File: config.mk
export PLATFORM = sky130hd
export DESIGN_NAME = ifetch_unit
export DESIGN_NICKNAME = d
export VERILOG_FILES = /design/src/rtl/ifetch_unit_pkg.sv /design/src/rtl/ifetch_unit_sync_fifo.sv /design/src/rtl/ifetch_unit.sv
export SDC_FILE = /design/constraint.sdc
export NUM_CORES = 1
export LEC_CHECK = 0
export ABC_CLOCK_PERIOD_IN_PS = 10650
export CAP_MARGIN = 25
export CORE_ASPECT_RATIO = 2
export CORE_MARGIN = 4
export CORE_UTILIZATION = 40
export DETAILED_ROUTE_END_ITERATION = 16
export GPL_TIMING_DRIVEN = 0
export PLACE_DENSITY_LB_ADDON = 0.25
export SLEW_MARGIN = 25
export SYNTH_ARGS = -nofsm -noshare
export SYNTH_HDL_FRONTEND = slang
export SYNTH_SLANG_ARGS = --single-unit
File: constraint.sdc
create_clock -name clk -period 10.65 [get_ports clk]
set_input_delay 1.5975 -clock clk [delete_from_list [all_inputs] [get_ports clk]]
set_output_delay 1.5975 -clock clk [all_outputs]
set_load 0.02 [all_outputs]
File: src/rtl/ifetch_unit_pkg.sv
// Shared CPU definitions for the instruction fetch stage: widths, constants,
// fetch-queue payload and fetch FSM states.
package ifetch_unit_pkg;

    localparam int unsigned CPU_XLEN = 32;
    localparam logic [CPU_XLEN-1:0] NOP = 32'h0000_0013;

    typedef struct packed {
        logic [CPU_XLEN-1:0] instr;
        logic [CPU_XLEN-1:0] pc;
    } fetch_entry_t;

    typedef enum logic {
        IDLE = 1'b0,
        REQ  = 1'b1
    } fetch_state_e;

endpackage

File: src/rtl/ifetch_unit_sync_fifo.sv
// Small synchronous FIFO with flush and occupancy count; the head is shown
// combinationally from storage.
module ifetch_unit_sync_fifo #(
    parameter int unsigned WIDTH = 32,
    parameter int unsigned DEPTH = 2
) (
    input  logic                     clk,
    input  logic                     rst,
    input  logic                     flush_i,
    input  logic                     push_i,
    input  logic [WIDTH-1:0]         data_i,
    input  logic                     pop_i,
    output logic [WIDTH-1:0]         data_o,
    output logic [$clog2(DEPTH):0]   count_o
);

    localparam int unsigned AW = $clog2(DEPTH);
    localparam int unsigned CW = AW + 1;

    logic [WIDTH-1:0] mem_q [DEPTH];
    logic [AW-1:0]    wr_q;
    logic [AW-1:0]    rd_q;
    logic [CW-1:0]    cnt_q;
    logic             empty;
    logic             full;
    logic             push_en;
    logic             pop_en;

    assign empty   = (cnt_q == '0);
    assign full    = (cnt_q == CW'(DEPTH));
    assign pop_en  = pop_i && !empty;
    assign push_en = push_i && (!full || pop_en);

    // Pointers are exactly log2(DEPTH) bits, so they wrap without compare logic.
    always_ff @(posedge clk or posedge rst) begin
        if (rst) begin
            wr_q  <= '0;
            rd_q  <= '0;
            cnt_q <= '0;
            for (int i = 0; i < int'(DEPTH); i++) begin
                mem_q[i] <= '0;
            end
        end else if (flush_i) begin
            wr_q  <= '0;
            rd_q  <= '0;
            cnt_q <= '0;
        end else begin
            if (push_en) begin
                mem_q[wr_q] <= data_i;
            end
            wr_q  <= wr_q + AW'(push_en);
            rd_q  <= rd_q + AW'(pop_en);
            cnt_q <= cnt_q + CW'(push_en) - CW'(pop_en);
        end
    end

    assign data_o  = mem_q[rd_q];
    assign count_o = cnt_q;

    a_no_overflow: assert property (@(posedge clk) disable iff (rst)
        !(push_i && full && !pop_i));

endmodule

File: src/rtl/ifetch_unit.sv
// Instruction fetch stage: issues word reads on a req/gnt/rvalid bus under a
// shared queue+outstanding credit, buffers responses and drops stale ones on flush.
module ifetch_unit
    import ifetch_unit_pkg::*;
#(
    parameter int unsigned XLEN  = CPU_XLEN,
    parameter int unsigned DEPTH = 2
) (
    input  logic            clk,
    input  logic            rst,
    input  logic [XLEN-1:0] pc_i,
    input  logic            pc_valid_i,
    output logic            pc_ready_o,
    input  logic            flush_i,
    output logic            imem_req_o,
    output logic [XLEN-1:0] imem_addr_o,
    input  logic            imem_gnt_i,
    input  logic            imem_rvalid_i,
    input  logic [XLEN-1:0] imem_rdata_i,
    output logic [XLEN-1:0] instr_o,
    output logic [XLEN-1:0] instr_pc_o,
    output logic            instr_valid_o,
    input  logic            instr_ready_i
);

    localparam int unsigned CW = $clog2(DEPTH) + 1;
    localparam int unsigned EW = $bits(fetch_entry_t);

    fetch_state_e    state_q, state_d;
    logic [XLEN-1:0] addr_q, addr_d;
    logic [CW-1:0]   outst_q, outst_d;
    logic [CW-1:0]   drop_q, drop_d;
    logic            flushed_req_q, flushed_req_d;

    logic [CW-1:0]   iq_count;
    logic [CW-1:0]   pq_count;
    logic [CW:0]     credit_sum;
    fetch_entry_t    iq_head;
    fetch_entry_t    iq_push_data;
    logic [XLEN-1:0] pend_pc;
    logic [XLEN-1:0] pc_aligned;
    logic            accept;
    logic            gnt_evt;
    logic            rsp_keep;
    logic            iq_pop;
    logic            pq_pop;

    assign credit_sum = (CW+1)'(iq_count) + (CW+1)'(outst_q);
    assign pc_ready_o = (state_q == IDLE) && (credit_sum < (CW+1)'(DEPTH)) && !flush_i;
    assign accept     = pc_valid_i && pc_ready_o;
    assign pc_aligned = {pc_i[XLEN-1:2], 2'b00};

    // Request goes out in the accept cycle; in REQ it is held until granted.
    assign imem_req_o  = accept || (state_q == REQ);
    assign imem_addr_o = accept ? pc_aligned : addr_q;
    assign gnt_evt     = imem_req_o && imem_gnt_i;

    // A response landing in the flush cycle is older than the flush: discard it.
    assign rsp_keep = imem_rvalid_i && (drop_q == '0) && !flush_i;
    assign pq_pop   = imem_rvalid_i && (pq_count != '0);
    assign iq_pop   = instr_valid_o && instr_ready_i;

    assign iq_push_data = '{instr: imem_rdata_i, pc: pend_pc};

    always_comb begin
        state_d       = state_q;
        addr_d        = addr_q;
        outst_d       = outst_q + CW'(gnt_evt) - CW'(imem_rvalid_i);
        drop_d        = drop_q;
        flushed_req_d = flushed_req_q;

        case (state_q)
            IDLE: begin
                if (accept) begin
                    addr_d = pc_aligned;
                    if (!imem_gnt_i) begin
                        state_d = REQ;
                    end
                end
            end
            REQ: begin
                if (imem_gnt_i) begin
                    state_d = IDLE;
                end
            end
            default: state_d = IDLE;
        endcase

        // A request stuck in REQ across a flush is added to drop when it is granted.
        if (flush_i) begin
            drop_d        = outst_q - CW'(imem_rvalid_i)
                          + CW'((state_q == REQ) && imem_gnt_i);
            flushed_req_d = (state_q == REQ) && !imem_gnt_i;
        end else begin
            drop_d = drop_q - CW'(imem_rvalid_i && (drop_q != '0))
                   + CW'(flushed_req_q && imem_gnt_i);
            if ((state_q == REQ) && imem_gnt_i) begin
                flushed_req_d = 1'b0;
            end
        end
    end

    always_ff @(posedge clk or posedge rst) begin
        if (rst) begin
            state_q       <= IDLE;
            addr_q        <= '0;
            outst_q       <= '0;
            drop_q        <= '0;
            flushed_req_q <= 1'b0;
        end else begin
            state_q       <= state_d;
            addr_q        <= addr_d;
            outst_q       <= outst_d;
            drop_q        <= drop_d;
            flushed_req_q <= flushed_req_d;
        end
    end

    ifetch_unit_sync_fifo #(.WIDTH(XLEN), .DEPTH(DEPTH)) u_pc_queue (
        .clk     (clk),
        .rst     (rst),
        .flush_i (1'b0),
        .push_i  (accept),
        .data_i  (pc_i),
        .pop_i   (pq_pop),
        .data_o  (pend_pc),
        .count_o (pq_count)
    );

    ifetch_unit_sync_fifo #(.WIDTH(EW), .DEPTH(DEPTH)) u_instr_queue (
        .clk     (clk),
        .rst     (rst),
        .flush_i (flush_i),
        .push_i  (rsp_keep),
        .data_i  (iq_push_data),
        .pop_i   (iq_pop),
        .data_o  (iq_head),
        .count_o (iq_count)
    );

    assign instr_valid_o = (iq_count != '0);
    assign instr_o       = iq_head.instr;
    assign instr_pc_o    = iq_head.pc;

endmodule

==> results of run 1 <==
==> stage by stage <==
step	hold slack [ns]	instance area, sq um	TNS, ns	cells	setup WS (ns)
6_report	0.477	13600	0	1324	5.25
5_1_grt	0.493	13600	0	1324	5.09
4_1_cts	0.482	13600	0	1324	5.19
3_5_place_dp	0.463	12800	0	1285	5.20
3_3_place_gp	0.463	12700	-132.52	1283	-0.593
2_1_floorplan	0.444	10600	0	771	2.52
==> power breakdown <==
group	total, mW	internal (mW)	switching, mW
sequential	1.55	1.34	0.212
clock	0.887	0.535	0.351
combinational	2.10	1.14	0.963
total	4.53	3.01	1.53
==> Yosys cell counts <==
cell type  instances  share of area [%]
buf_6              6               0.64
nor2_1             5               0.18
or2_2              1              0.059
clkbuf_1          29                1.0
nand2b_1           1              0.059
ha_1              12                1.4
mux2_2           202                 21
mux2_1             8               0.85
nor4_1             1              0.059
mux2i_1           33                3.1
buf_2             12               0.57
dfrtp_1          238                 56
o2bb2ai_1         44                3.6
xor2_1             2               0.16
nor2b_1            1              0.059
o22a_1            64                5.3
buf_1              7               0.25
inv_1             12               0.42
a21oi_1            4               0.19
xnor2_1            9               0.74
nand3_1            2              0.094
nor3_1             1              0.047
or4b_4             1               0.13
or3b_2             1              0.082
nor3_4             2               0.31
nor4b_2            1               0.14
o21a_1             3               0.21
nor3b_1            1              0.071
o21ai_0            1              0.047
nand2_1           59                2.1
fa_1               1               0.19
buf_4              1              0.071
and2_1             6               0.35
==> state kept, by name, indices dropped and copies added (netlist names) <==
| signal | cells |
|---|---|
| addr_q | 32 |
| drop_q | 2 |
| flushed_req_q | 1 |
| outst_q | 2 |
| state_q | 1 |
| u_instr_queue.count_o | 2 |
| u_instr_queue.mem_q | 128 |
| u_instr_queue.rd_q | 1 |
| u_instr_queue.wr_q | 1 |
| u_pc_queue.count_o | 2 |
| u_pc_queue.mem_q | 64 |
| u_pc_queue.rd_q | 1 |
| u_pc_queue.wr_q | 1 |
==> worst register-to-register path: cells and delay by family, from the launching register on <==
kind | cells | cell delay, ns
flops | 1 | 0.43
buf+inv | 4 | 1.31
compound gates | 1 | 0.25
fa+ha+maj | 2 | 0.63
mux | 1 | 0.41
simple gates | 3 | 0.80
==> layer usage <==
| layer | share of wire, % | GRT usage [%] | wire (um) |
|---|---|---|---|
| met1 | 40 | 21.3 | 10100 |
| met2 | 55 | 32.2 | 13700 |
| met3 | 3.8 | 2.25 | 953 |
| met4 | 1.5 | 4.10 | 375 |
| met5 | 0 | 0 | 0 |
==> layout make-up <==
cell class	instances	area, sq um
fill	2376	12700
tap	344	430
clock inverter	13	193
multi-input combinational	466	4350
inverter	12	52.6
buffer	55	270
clock buffer	26	617
timing repair buffer	170	1740
sequential	238	5960
==> kinds of logic after synthesis <==
kind of cell             after synthesis  synth area share, %
AO/OA/AOI/OAI                        116                 9.35
buffers and inverters                 67                 2.97
multiplexers                         243                 25.4
XOR/XNOR                              11                0.907
AND/OR/NAND/NOR                       83                 3.72
flip-flops                           238                 56.1
adder cells (fa/ha/maj)               13                 1.60
==> worst min path at each step <==
stage,from,end,slack [ns],cells after the start
2_1_floorplan,addr_q[0],addr_q[0],0.44,1
3_3_place_gp,addr_q[1],addr_q[1],0.46,1
3_5_place_dp,addr_q[1],addr_q[1],0.46,1
4_1_cts,addr_q[1],addr_q[1],0.48,1
5_1_grt,u_instr_queue.mem_q[40],u_instr_queue.mem_q[40],0.49,1
6_report,addr_q[1],addr_q[1],0.48,1
==> flow_summary.toml, run 1 <==
[placement]
port_buffers = 168
detailed_place_hpwl_um = 18000
gp_congestion = 0.790

[grt]
grt_usage_pct = 17.5
grt_start_max_net_pins = 100
grt-ovfl-total = 0
grt_pass1_vias = 7342
grt_antenna_before_repair = 0
grt_pass1_wl_um = 40400

[floorplanning]
fp.coreArea_sq_um = 26300
die_x_um = 123
io_pins = 170
die_h_um = 238
die_area_sq_um = 29400
std_cell_rows = 84
start_util_pct = 40.4

[pwr]
peakVddDrop_mv = 0.180
leakagePower_nw = 5.95
power.density_nw_per_um2 = 333
finalPower_mw = 4.53

[detailed_routing]
viasPerCell = 5.12
wirelength_um = 25100
drc_errors = 0
detail-route-antenna-nets = 0
vias = 6782
drt-initial-drc-count = 258
first_pass_iters = 4
wl_per_cell_um = 19.0

[timing]
rsz0062_at_grt = "false"
hold_viol = 0
max_slew.worst_pin.slew_ns = 0.849
finalClockSkew_ns = 0.00839
fmax_ghz = 0.185
period_minus_slack_ns = 5.40
fin_crit_sh_pct = 50.7
setup_violations = 0
slew_violations = 0
max_slew_margin_pct = 43.4

[worst_setup_path]
cp-startpoint = "flush_i"
worstSetupPathDepth = 7
slowest_stage = "clkdlybuf4s50_1"
critPathMaxStageDelay_ns = 0.61
crit_end = "imem_addr_o[3]"
end_kind = "output port"
arrival_ns = 3.80
required_ns = 9.05
path_buf_inv = 4
path_max_fanout = 10
crit_type = "input port to output port"
rrSetupSlack_ns = 6.72
start_kind = "input port"
cpLargestDelayFamily = "buffers and inverters"
path_cells = "buf_2, nor4_1, nand2_1, buf_2, buf_6, mux2_2, clkdlybuf4s50_1"
rr_startpoint = "u_instr_queue.count_o[0]"
r2r_end = "u_pc_queue.mem_q[0]"
rr_worst_depth = 11
crit_path_frequent_cell = "buf_2"

[yosys]
syn_area_per_cell_sq_um = 13.8
synth_cells = 771
ys_ff_latch = 238
yosys_warnings = 0
synth_seq_area_share_pct = 56.1
synth_nets = 855
synth_area_sq_um = 10600
synthDistinctLibCells = 33

[clock_tree]
postCtsSetupRepairBufs = 0
clk_pin_slew_worst_paths_ns = 0.06
post_cts_resized = 0
htree_num_levels = 1
root_buffer = "clkbuf_16"
tritoncts = "built"
clkLatencyLatePin_ns = 0.51
postCtsHoldBufs = 0
clock_sinks = 238
cts_buffers = 23
clockBufferDepth = 3

[min_path]
hold_class = "flop to flop"

[final_layout]
area_growth_pct = 28.1
post-route-util_pct = 51.8
nNetsFinal = 1050
layout.cells.most_common = "dfrtp_1"
drive_gt1_share_pct = 27.4
final_cell_mix = "dfrtp_1, mux2_2, clkdlybuf4s50_1, o22a_1, nand2_1"
n_antenna_cell = 0

[status]
status = "completed"

[job]
maxCapViolations = 0
No activity file was read; power rests on OpenSTA's default activity.
==> run 2: changes to the inputs <==
ABC_CLOCK_PERIOD_IN_PS = 4900   (was 10650)
clock period = 4.9 ns   (was 10.65 ns; I/O delays follow)
==> run 2 against run 1 <==
Net effect: utilization shrank 0.14 points; non-clock buffer count grew 6; combinational power grew 120%; global-route usage grew 0.40 points; power grew 110%; first-iteration DRC count grew 12%; worst setup slack lost 4.6 ns; clock-buffer cell count grew 6; clock power grew 86%; critical path depth grew 1; design area shrank 0.27%; cell count is essentially flat; critical path type is now flop to output port; largest cell class unchanged; largest power group unchanged; highest routed layer unchanged.
==> flow_summary.toml, run 2 (synthesized netlist as in run 1, its figures left out) <==
[timing]
max_slew.worst_pin.slew_ns = 0.885
setup_violations = 0
max_slew_margin_pct = 40.8
setup_tns_ns = 0
slew_violations = 0
fmax_ghz = 0.235
period_minus_slack_ns = 4.25
hold_viol = 0
setup_slack_ns = 0.649
rsz0062_at_grt = "false"
fin_crit_sh_pct = 86.7
finalClockSkew_ns = 0.00643

[floorplanning]
fp.coreArea_sq_um = 26300
die_x_um = 123
die_h_um = 238
die_area_sq_um = 29400
start_util_pct = 40.4
std_cell_rows = 84
io_pins = 170

[grt]
grt_antenna_before_repair = 0
grt_usage_pct = 17.9
grt_pass1_vias = 7620
grt-ovfl-total = 0
grt_start_max_net_pins = 34
grt_pass1_wl_um = 41400

[final_layout]
top_regs = "u_instr_queue.mem_q (128), u_pc_queue.mem_q (64), addr_q (32)"
final_cell_mix = "dfrtp_1, mux2_2, clkdlybuf4s50_1, o22a_1, nand2_1"
fill_cells = 2350
layout.cells.most_common = "dfrtp_1"
register_area_sq_um = 5960
largest_register_ffs = 128
area_growth_pct = 27.8
top_register = "u_instr_queue.mem_q"
n_antenna_cell = 0
instances_no_fill = 1325
final_area_sq_um = 13600
nNetsFinal = 1055
drive_gt1_share_pct = 26.8
multi_input_area_sq_um = 4350

[clock_tree]
postCtsSetupRepairBufs = 0
clkLatencyLatePin_ns = 0.51
root_buffer = "clkbuf_16"
tritoncts = "built"
postCtsHoldBufs = 0
htree_num_levels = 1
cts_buffers = 22
clk_pin_slew_worst_paths_ns = 0.06
clock_sinks = 238
post_cts_resized = 0
clockBufferDepth = 3

[worst_setup_path]
end_kind = "output port"
slowest_stage = "clkdlybuf4s50_1"
crit_type = "flop to output port"
path_max_fanout = 10
arrival_ns = 3.52
critPathMaxStageDelay_ns = 0.62
required_ns = 4.16
path_cells = "and2_1, fa_1, nor4_1, nand2_1, buf_2, buf_6, mux2_2, clkdlybuf4s50_1"
start_kind = "flop"

[placement]
post-place-ws_ns = 0.955
place_area_sq_um = 12900
port_buffers = 168
gp_congestion = 0.805
detailed_place_hpwl_um = 18300
post-place-cells = 1291

[pwr]
finalPower_mw = 9.59
peakVddDrop_mv = 0.422
power.density_nw_per_um2 = 707
leakagePower_nw = 5.92

[detailed_routing]
first_pass_iters = 4
wl_per_cell_um = 19.2
drt-initial-drc-count = 290
drc_errors = 0
viasPerCell = 5.14
detail-route-antenna-nets = 0
wirelength_um = 25400
vias = 6813

[job]
maxCapViolations = 0

[min_path]
hold_class = "flop to flop"

[status]
status = "completed"
[run 2: path summary, 6_finish.rpt]
check                                         startpoint                        to  slack [ns]  cells past startpoint
worst max-delay path            u_instr_queue.count_o[0]            imem_addr_o[3]        0.65                      8
worst min-delay path                           addr_q[0]                 addr_q[0]        0.48                      1
worst max register to register  u_instr_queue.count_o[0]      u_pc_queue.mem_q[40]        1.02                     11
worst min register to register                 addr_q[0]                 addr_q[0]        0.48                      1
max in group asynchronous                            rst   u_instr_queue.mem_q[55]        3.28                      5
min in group asynchronous                            rst  u_instr_queue.count_o[1]        0.61                      2
[run 2: worst max-delay path, delay by kind of cell, from the launching register on]
family | cells | cell delay (ns)
multiplexers | 1 | 0.26
AND/OR/NAND/NOR | 3 | 0.79
buffers and inverters | 3 | 1.09
adder cells (fa/ha/maj) | 1 | 0.44
flip-flops | 1 | 0.42
[run 2: final cells by class]
cell class,count,share of cell area (%)
repair buffers,176,13.6
inverters,12,0.360
well taps,344,3.17
plain buffers,55,1.99
clock buffers,32,4.64
flip-flops and latches,238,43.9
multi-input cells,466,32.1
clock inverters,2,0.258
[run 2: power breakdown]
group	internal [mW]	switching (mW)
Sequential	2.90	0.470
Combinational	2.48	2.09
Clock	0.935	0.713
Total	6.32	3.27
[run 2: through the flow]
step | hold slack (ns) | util, %
after floorplan | 0.444 | -
after global placement | 0.462 | 48.5
after detailed placement | 0.462 | 49.1
after CTS | 0.482 | 51.6
after global routing | 0.494 | 51.6
final | 0.478 | 51.6
[run 2: layer usage]
metal	wire, um	vias to the layer above	track usage [%]
met5	0	-	0
met4	477	0	4.40
met3	958	35	2.18
met2	13800	132	33.4
met1	10100	3460	21.4
li1	-	3186	-
==> run 3: changes to the inputs <==
HOLD_SLACK_MARGIN = 0.08   (was default)
==> results of run 3 <==
The final DEF is identical to that of run 2; final timing and power are the same.
